## config.mk

```make
export PLATFORM = sky130hd
export DESIGN_NAME = binary_morph_3x3
export DESIGN_NICKNAME = d
export VERILOG_FILES = /design/src/rtl/morph_pkg.sv /design/src/rtl/popcount9.sv /design/src/rtl/binary_morph_3x3.sv
export SDC_FILE = /design/constraint.sdc
export NUM_CORES = 1
export LEC_CHECK = 0
export CAP_MARGIN = 25
export CORE_ASPECT_RATIO = 1.1
export CORE_MARGIN = 1
export CORE_UTILIZATION = 49
export DETAILED_ROUTE_END_ITERATION = 16
export HOLD_SLACK_MARGIN = 0.1
export PLACE_DENSITY = 0.75
export SLEW_MARGIN = 20
export SYNTH_ARGS = -nofsm -noshare
export SYNTH_HDL_FRONTEND = slang
export SYNTH_HIERARCHICAL = 1
export SYNTH_SLANG_ARGS = --single-unit
```

## constraint.sdc

```tcl
create_clock -name clk_in -period 5.1 [get_ports clk_in]
set_input_delay 0.765 -clock clk_in [delete_from_list [all_inputs] [get_ports clk_in]]
set_output_delay 0.765 -clock clk_in [all_outputs]
set_load 0.005 [all_outputs]
```

## src/rtl/morph_pkg.sv

```systemverilog
// Shared types and constants for the 3x3 binary morphology stage.
package morph_pkg;

  typedef enum logic [1:0] {
    MORPH_PASS     = 2'd0,
    MORPH_ERODE    = 2'd1,
    MORPH_DILATE   = 2'd2,
    MORPH_MAJORITY = 2'd3
  } morph_mode_t;

  localparam int MORPH_MAJ_THRESH = 5;

endpackage

```

## src/rtl/popcount9.sv

```systemverilog
// Combinational population count of a 3x3 binary window.
module popcount9 (
  input  logic [8:0] bits_in,
  output logic [3:0] count_out
);

  always_comb begin
    count_out = 4'd0;
    for (int i = 0; i < 9; i++) begin
      count_out = count_out + {3'd0, bits_in[i]};
    end
  end

endmodule

```

## src/rtl/binary_morph_3x3.sv

```systemverilog
// Streaming 3x3 binary morphology (pass/erode/dilate/majority) with a
// per-frame count of set output pixels.
module binary_morph_3x3
  import morph_pkg::*;
#(
  parameter int WIDTH  = 320,
  parameter int HEIGHT = 240
) (
  input  logic        clk_in,
  input  logic        rst_in,
  input  logic [2:0]  col_in,
  input  logic [10:0] hcount_in,
  input  logic [9:0]  vcount_in,
  input  logic        data_valid_in,
  input  logic [1:0]  mode_in,
  output logic        pixel_out,
  output logic [10:0] hcount_out,
  output logic [9:0]  vcount_out,
  output logic        data_valid_out,
  output logic [16:0] ones_count_out,
  output logic        frame_done_out
);

  // Stream contract: a column is taken on every cycle data_valid_in is high;
  // there is no ready, and each output is qualified by data_valid_out alone.
  localparam logic [10:0] H_LAST = 11'(WIDTH - 1);
  localparam logic [9:0]  V_LAST = 10'(HEIGHT - 1);

  logic [2:0]  w0, w1, w2;
  logic        line_ok;
  logic        flush_pending;
  logic        s1_emit, s1_flush, s1_flush_bit, s1_latch;
  logic [10:0] s1_h;
  logic [9:0]  s1_v;
  morph_mode_t s1_mode_next, mode_q;
  logic        frame_ok;
  logic [16:0] acc;

  logic        in_start, in_emit, frame_start;
  logic [8:0]  win;
  logic [3:0]  pop;
  logic        border, op_bit, result, last_px;

  assign in_start    = data_valid_in && (hcount_in == 11'd0);
  assign in_emit     = data_valid_in && (hcount_in != 11'd0) && line_ok;
  assign frame_start = in_start && (vcount_in == 10'd0);

  // Stage 1: window shift and output coordinates. A flush slot reuses the
  // previous line's vcount and snapshots the last column's centre bit,
  // because a hcount-0 column may shift the window in the same cycle.
  always_ff @(posedge clk_in or posedge rst_in) begin
    if (rst_in) begin
      w0            <= 3'd0;
      w1            <= 3'd0;
      w2            <= 3'd0;
      line_ok       <= 1'b0;
      flush_pending <= 1'b0;
      s1_emit       <= 1'b0;
      s1_flush      <= 1'b0;
      s1_flush_bit  <= 1'b0;
      s1_latch      <= 1'b0;
      s1_h          <= 11'd0;
      s1_v          <= 10'd0;
      s1_mode_next  <= MORPH_PASS;
    end else begin
      if (data_valid_in) begin
        w2 <= w1;
        w1 <= w0;
        w0 <= col_in;
      end
      if (in_start) line_ok <= 1'b1;
      flush_pending <= in_emit && (hcount_in == H_LAST);
      s1_flush      <= flush_pending;
      s1_flush_bit  <= w0[1];
      s1_latch      <= frame_start;
      if (frame_start) s1_mode_next <= morph_mode_t'(mode_in);
      if (flush_pending) begin
        s1_emit <= 1'b1;
        s1_h    <= H_LAST;
      end else begin
        s1_emit <= in_emit;
        if (in_emit) begin
          s1_h <= hcount_in - 11'd1;
          s1_v <= vcount_in;
        end
      end
    end
  end

  assign win = {w2, w1, w0};

  popcount9 u_popcount9 (
    .bits_in   (win),
    .count_out (pop)
  );

  assign border  = (s1_h == 11'd0) || (s1_h == H_LAST) ||
                   (s1_v == 10'd0) || (s1_v == V_LAST);
  assign last_px = s1_emit && (s1_h == H_LAST) && (s1_v == V_LAST);

  always_comb begin
    op_bit = 1'b0;
    case (mode_q)
      MORPH_PASS:     op_bit = w1[1];
      MORPH_ERODE:    op_bit = &win;
      MORPH_DILATE:   op_bit = |win;
      MORPH_MAJORITY: op_bit = (pop >= 4'(MORPH_MAJ_THRESH));
      default:        op_bit = 1'b0;
    endcase
  end

  always_comb begin
    result = op_bit;
    if (s1_flush) begin
      result = (mode_q == MORPH_PASS) ? s1_flush_bit : 1'b0;
    end else if (border && (mode_q != MORPH_PASS)) begin
      result = 1'b0;
    end
  end

  // Stage 2: result register and frame counter. The mode latch is applied
  // here so the last pixels of a back-to-back previous frame keep their mode.
  always_ff @(posedge clk_in or posedge rst_in) begin
    if (rst_in) begin
      pixel_out      <= 1'b0;
      hcount_out     <= 11'd0;
      vcount_out     <= 10'd0;
      data_valid_out <= 1'b0;
      frame_done_out <= 1'b0;
      ones_count_out <= 17'd0;
      acc            <= 17'd0;
      mode_q         <= MORPH_PASS;
      frame_ok       <= 1'b0;
    end else begin
      data_valid_out <= s1_emit;
      frame_done_out <= 1'b0;
      if (s1_emit) begin
        pixel_out  <= result;
        hcount_out <= s1_h;
        vcount_out <= s1_v;
      end
      if (last_px && frame_ok) begin
        ones_count_out <= acc + {16'd0, result};
        frame_done_out <= 1'b1;
      end
      if (s1_latch || last_px) begin
        acc <= 17'd0;
      end else if (s1_emit && result) begin
        acc <= acc + 17'd1;
      end
      if (s1_latch) begin
        mode_q   <= s1_mode_next;
        frame_ok <= 1'b1;
      end
    end
  end

endmodule

```

==> flow_summary.yaml <==
run_status:
  status: "finished clean"
detailed_routing:
  num_vias: 3626
  drc_errors: 0
  drt_iter0_markers: 169
  ant_nets: 0
  wirelength_microns: 9960
  firstDrtPassIters: 5
  wl_per_cell_microns: 15.5
  viasPerCell: 5.64
power_and_ir_drop:
  p_sw_w: 0.000457
  power.density_nw_per_um2: 279
  switching_share_pct: 27.8
  combPwrFrac_pct: 17.3
  total_leakage_power_nw: 2.69
  p_seq_share_pct: 52.0
  pwr-share-clk_pct: 30.7
  vdd.ir_drop.worst_mv: 0.186
  p_int_w: 0.00119
  p_total_w: 0.00165
yosys:
  synth.distinct_cells: 54
  synthCells: 451
  post-synth-top-count-cell: "dfrtp_1"
  synth_seq_cells: 99
  async_flop_share_pct: 100
  synth_top_cell_by_area: "dfrtp_1"
  synth-edff-count: 0
  seq_area_frac_synth_pct: 50.9
  synth.area.top_cells: "dfrtp_1 51%, mux2_2 9.9%, xnor2_1 3.6%, nor2_1 3.2%, nand2_1 3.1%"
  synthFlopType: "dfrtp_1"
  synthesis.area_sq_um: 4870
  yosys_warnings: 6
  syn_area_per_cell_sq_um: 10.8
  synth_top_area_share_pct: 50.9
  synth_common_cells: "99 x dfrtp_1, 43 x mux2_2, 42 x nor2_1"
  synthesis.nets: 493
setup_path:
  critical_path_depth: 18
  rr_worst_depth: 18
  end_kind: "flip-flop"
  arrival_ns: 5.10
  cp_slowest_cell: "fa_1"
  crit_path_end: "ones_count_out[15]"
  critical-path-top-delay-family: "adder cells"
  r2r_end: "ones_count_out[15]"
  path_cells: "inv_1 > fa_1 > fa_1 > fa_1 > fa_2 > fa_1 > xnor2_1 > o21ai_0 > a311oi_2 > a221oi_2 > nor2_1 > ha_2 > nand4_1 > or2_2 > nor2_2 > nand3_1 > xor2_1 > o21ai_0"
  worstPathMaxFanout: 6
  crit_required_ns: 5.40
  crit_buf_inv: 1
  r2r_start: "w0[1]"
  path_class: "reg2reg"
  startpoint_type: "flip-flop"
  cpMostUsedCell: "fa_1"
  cp-startpoint: "w0[1]"
  r2r_slack_ns: 0.30
  slowest_delay_ns: 0.52
global_route:
  grt_pass1_vias: 3500
  antenna_found_initial: 0
  grt_use_total_pct: 20.3
  grt_max_degree: 66
  grt.overflow.total: 0
  grt_first_pass_wirelength_microns: 16600
place:
  dp_cells: 626
  port_buffers: 69
  dp_hpwl_microns: 7150
  pre_cts_slack_ns: 0.104
  place_congestion: 0.835
layout:
  diodes: 0
  fin_cells: 643
  area_growth_pct: 21.3
  multi_input_area_sq_um: 2250
  final-seq-area_sq_um: 2480
  drive_above_1_share_pct: 17.7
  fill_cells: 767
  layout.nets: 563
run:
  cap_viol_max_count: 0
sta:
  finClkSkew_ns: 0.00942
  min_period_ns: 4.80
  fmax_ghz: 0.208
  maxSlewHeadroom_pct: 47.5
  fin_ws_ns: 0.302
  setup_viol: 0
  drv_slew: 0
  finalHoldViolCount: 0
  worst_pin_slew_ns: 0.788
  period_share_pct: 94.1
floorplan:
  die_area_sq_um: 10300
  die_y_microns: 107
  die_x_microns: 97.0
  io_pins: 70
  coreArea_sq_um: 9490
  start_util_pct: 51.3
  rows: 37
cts:
  root_buffer: "clkbuf_8"
  cts_tree: "built"
  cts_sinks: 99
  htreeDepth: 3
  clock_path_buffers: 2
  cts_made_buffers: 9
  clk_latency_ns: 0.38
  path_clk_slew_ns: 0.09
  hold_buffers: 0
worst_hold_path:
  min_path_type: "reg2reg"
[repair_timing]
item / 4_1_cts / 5_1_grt
buffers inserted: 0 / 1
setup endpoints to repair: 0 / 8
resized for setup: 0 / 6
[layout make-up]
| type | count | area share (%) |
|---|---|---|
| flip-flops and latches | 99 | 42.0 |
| repair buffers | 74 | 12.5 |
| clock inverters | 7 | 1.17 |
| multi-input cells | 310 | 38.1 |
| clock buffers | 9 | 2.10 |
| well taps | 117 | 2.48 |
| inverters | 27 | 1.76 |
[power groups by stage]
| stage | Combinational [W] | Clock, W | Sequential, W |
|---|---|---|---|
| global route | 0.000319 | 0.000547 | 0.000862 |
| floorplan | 0.000195 | 0 | 0.000860 |
| detailed placement | 0.000276 | 0 | 0.000871 |
| global placement | 0.000261 | 0 | 0.000870 |
| CTS | 0.000279 | 0.000515 | 0.000855 |
| finish | 0.000285 | 0.000506 | 0.000856 |
[worst register-to-register path, cell delays in order (launching register included)]
cell and delay [ns]:
dfrtp_2 0.45, inv_1 0.08, fa_1 0.43, fa_1 0.52, fa_1 0.43, fa_2 0.39
fa_1 0.39, xnor2_1 0.14, o21ai_0 0.12, a311oi_2 0.33, a221oi_2 0.13, nor2_1 0.13
ha_2 0.22, nand4_1 0.10, or2_2 0.34, nor2_2 0.13, nand3_1 0.10, xor2_1 0.15
o21ai_0 0.13
[stage by stage]
stage / TNS (ns) / hold WS, ns / area (sq um) / utilization, %
2_1_floorplan: 0 / 0.372 / 4870 / -
3_3_place_gp: 0 / 0.442 / 5670 / 59.7
3_5_place_dp: 0 / 0.454 / 5690 / 59.9
4_1_cts: 0 / 0.475 / 5880 / 61.9
5_1_grt: -0.00572 / 0.474 / 5910 / 62.2
6_report: 0 / 0.454 / 5910 / 62.2
[cell usage in the layout, fill, tap and decap left out, types with 2 or more instances in the layout]
master / count
nand2b_1: 4
and4_1: 2
nand4_1: 12
buf_4: 4
and3_1: 5
a31o_2: 3
a31oi_1: 2
a211oi_1: 4
clkdlybuf4s50_1: 69
xnor2_1: 20
or4_1: 3
a211o_1: 6
dfrtp_1: 98
ha_1: 7
nor3_2: 3
a21o_1: 2
nor4_1: 6
and2_1: 2
inv_1: 26
nand2_1: 40
nand3_1: 17
or2_2: 4
o21ai_0: 20
nand3_2: 2
fa_1: 4
clkbuf_8: 9
or3_1: 4
clkinvlp_4: 2
a21oi_1: 5
nor2_2: 2
xor2_1: 13
nor3_1: 12
clkinv_2: 3
nor2_1: 41
mux2_2: 43
[cells by family (layout without fill, tap and decap cells)]
| kind of cell | Yosys count | after routing | share of synthesized area, % |
|---|---|---|---|
| AO/OA/AOI/OAI | 52 | 52 | 7.53 |
| XOR/XNOR | 33 | 33 | 5.94 |
| adder cells (fa/ha/maj) | 13 | 13 | 4.11 |
| buffers and inverters | 42 | 117 | 3.32 |
| flip-flops | 99 | 99 | 50.9 |
| multiplexers | 44 | 44 | 10.2 |
| AND/OR/NAND/NOR | 168 | 168 | 18.1 |
[per-layer routing]
layer	global-route usage, %	wire, microns	up-vias
met5	0	0	-
met4	10.7	284	0
met3	3.55	423	20
met2	33.7	4820	97
met1	25.4	4430	1793
li1	-	-	1716
[worst min path at each step]
stage | from | endpoint | slack (ns) | depth (start not counted)
after floorplan | s1_emit | data_valid_out | 0.37 | 0
after global placement | w0[1] | s1_flush_bit | 0.44 | 0
after detailed placement | frame_ok | frame_ok | 0.45 | 1
after CTS | frame_ok | frame_ok | 0.47 | 1
after global routing | w0[1] | s1_flush_bit | 0.47 | 0
final | w0[1] | s1_flush_bit | 0.45 | 0
[flip-flops by register name (all words and copies together) (netlist names), 3 cells and up]
| name | flops |
|---|---|
| w1 | 3 |
| acc | 17 |
| ones_count_out | 17 |
| s1_v | 10 |
| w0 | 3 |
| vcount_out | 10 |
| w2 | 3 |
| s1_h | 11 |
| hcount_out | 11 |
Note: power is estimated with default switching activity, not from simulation.
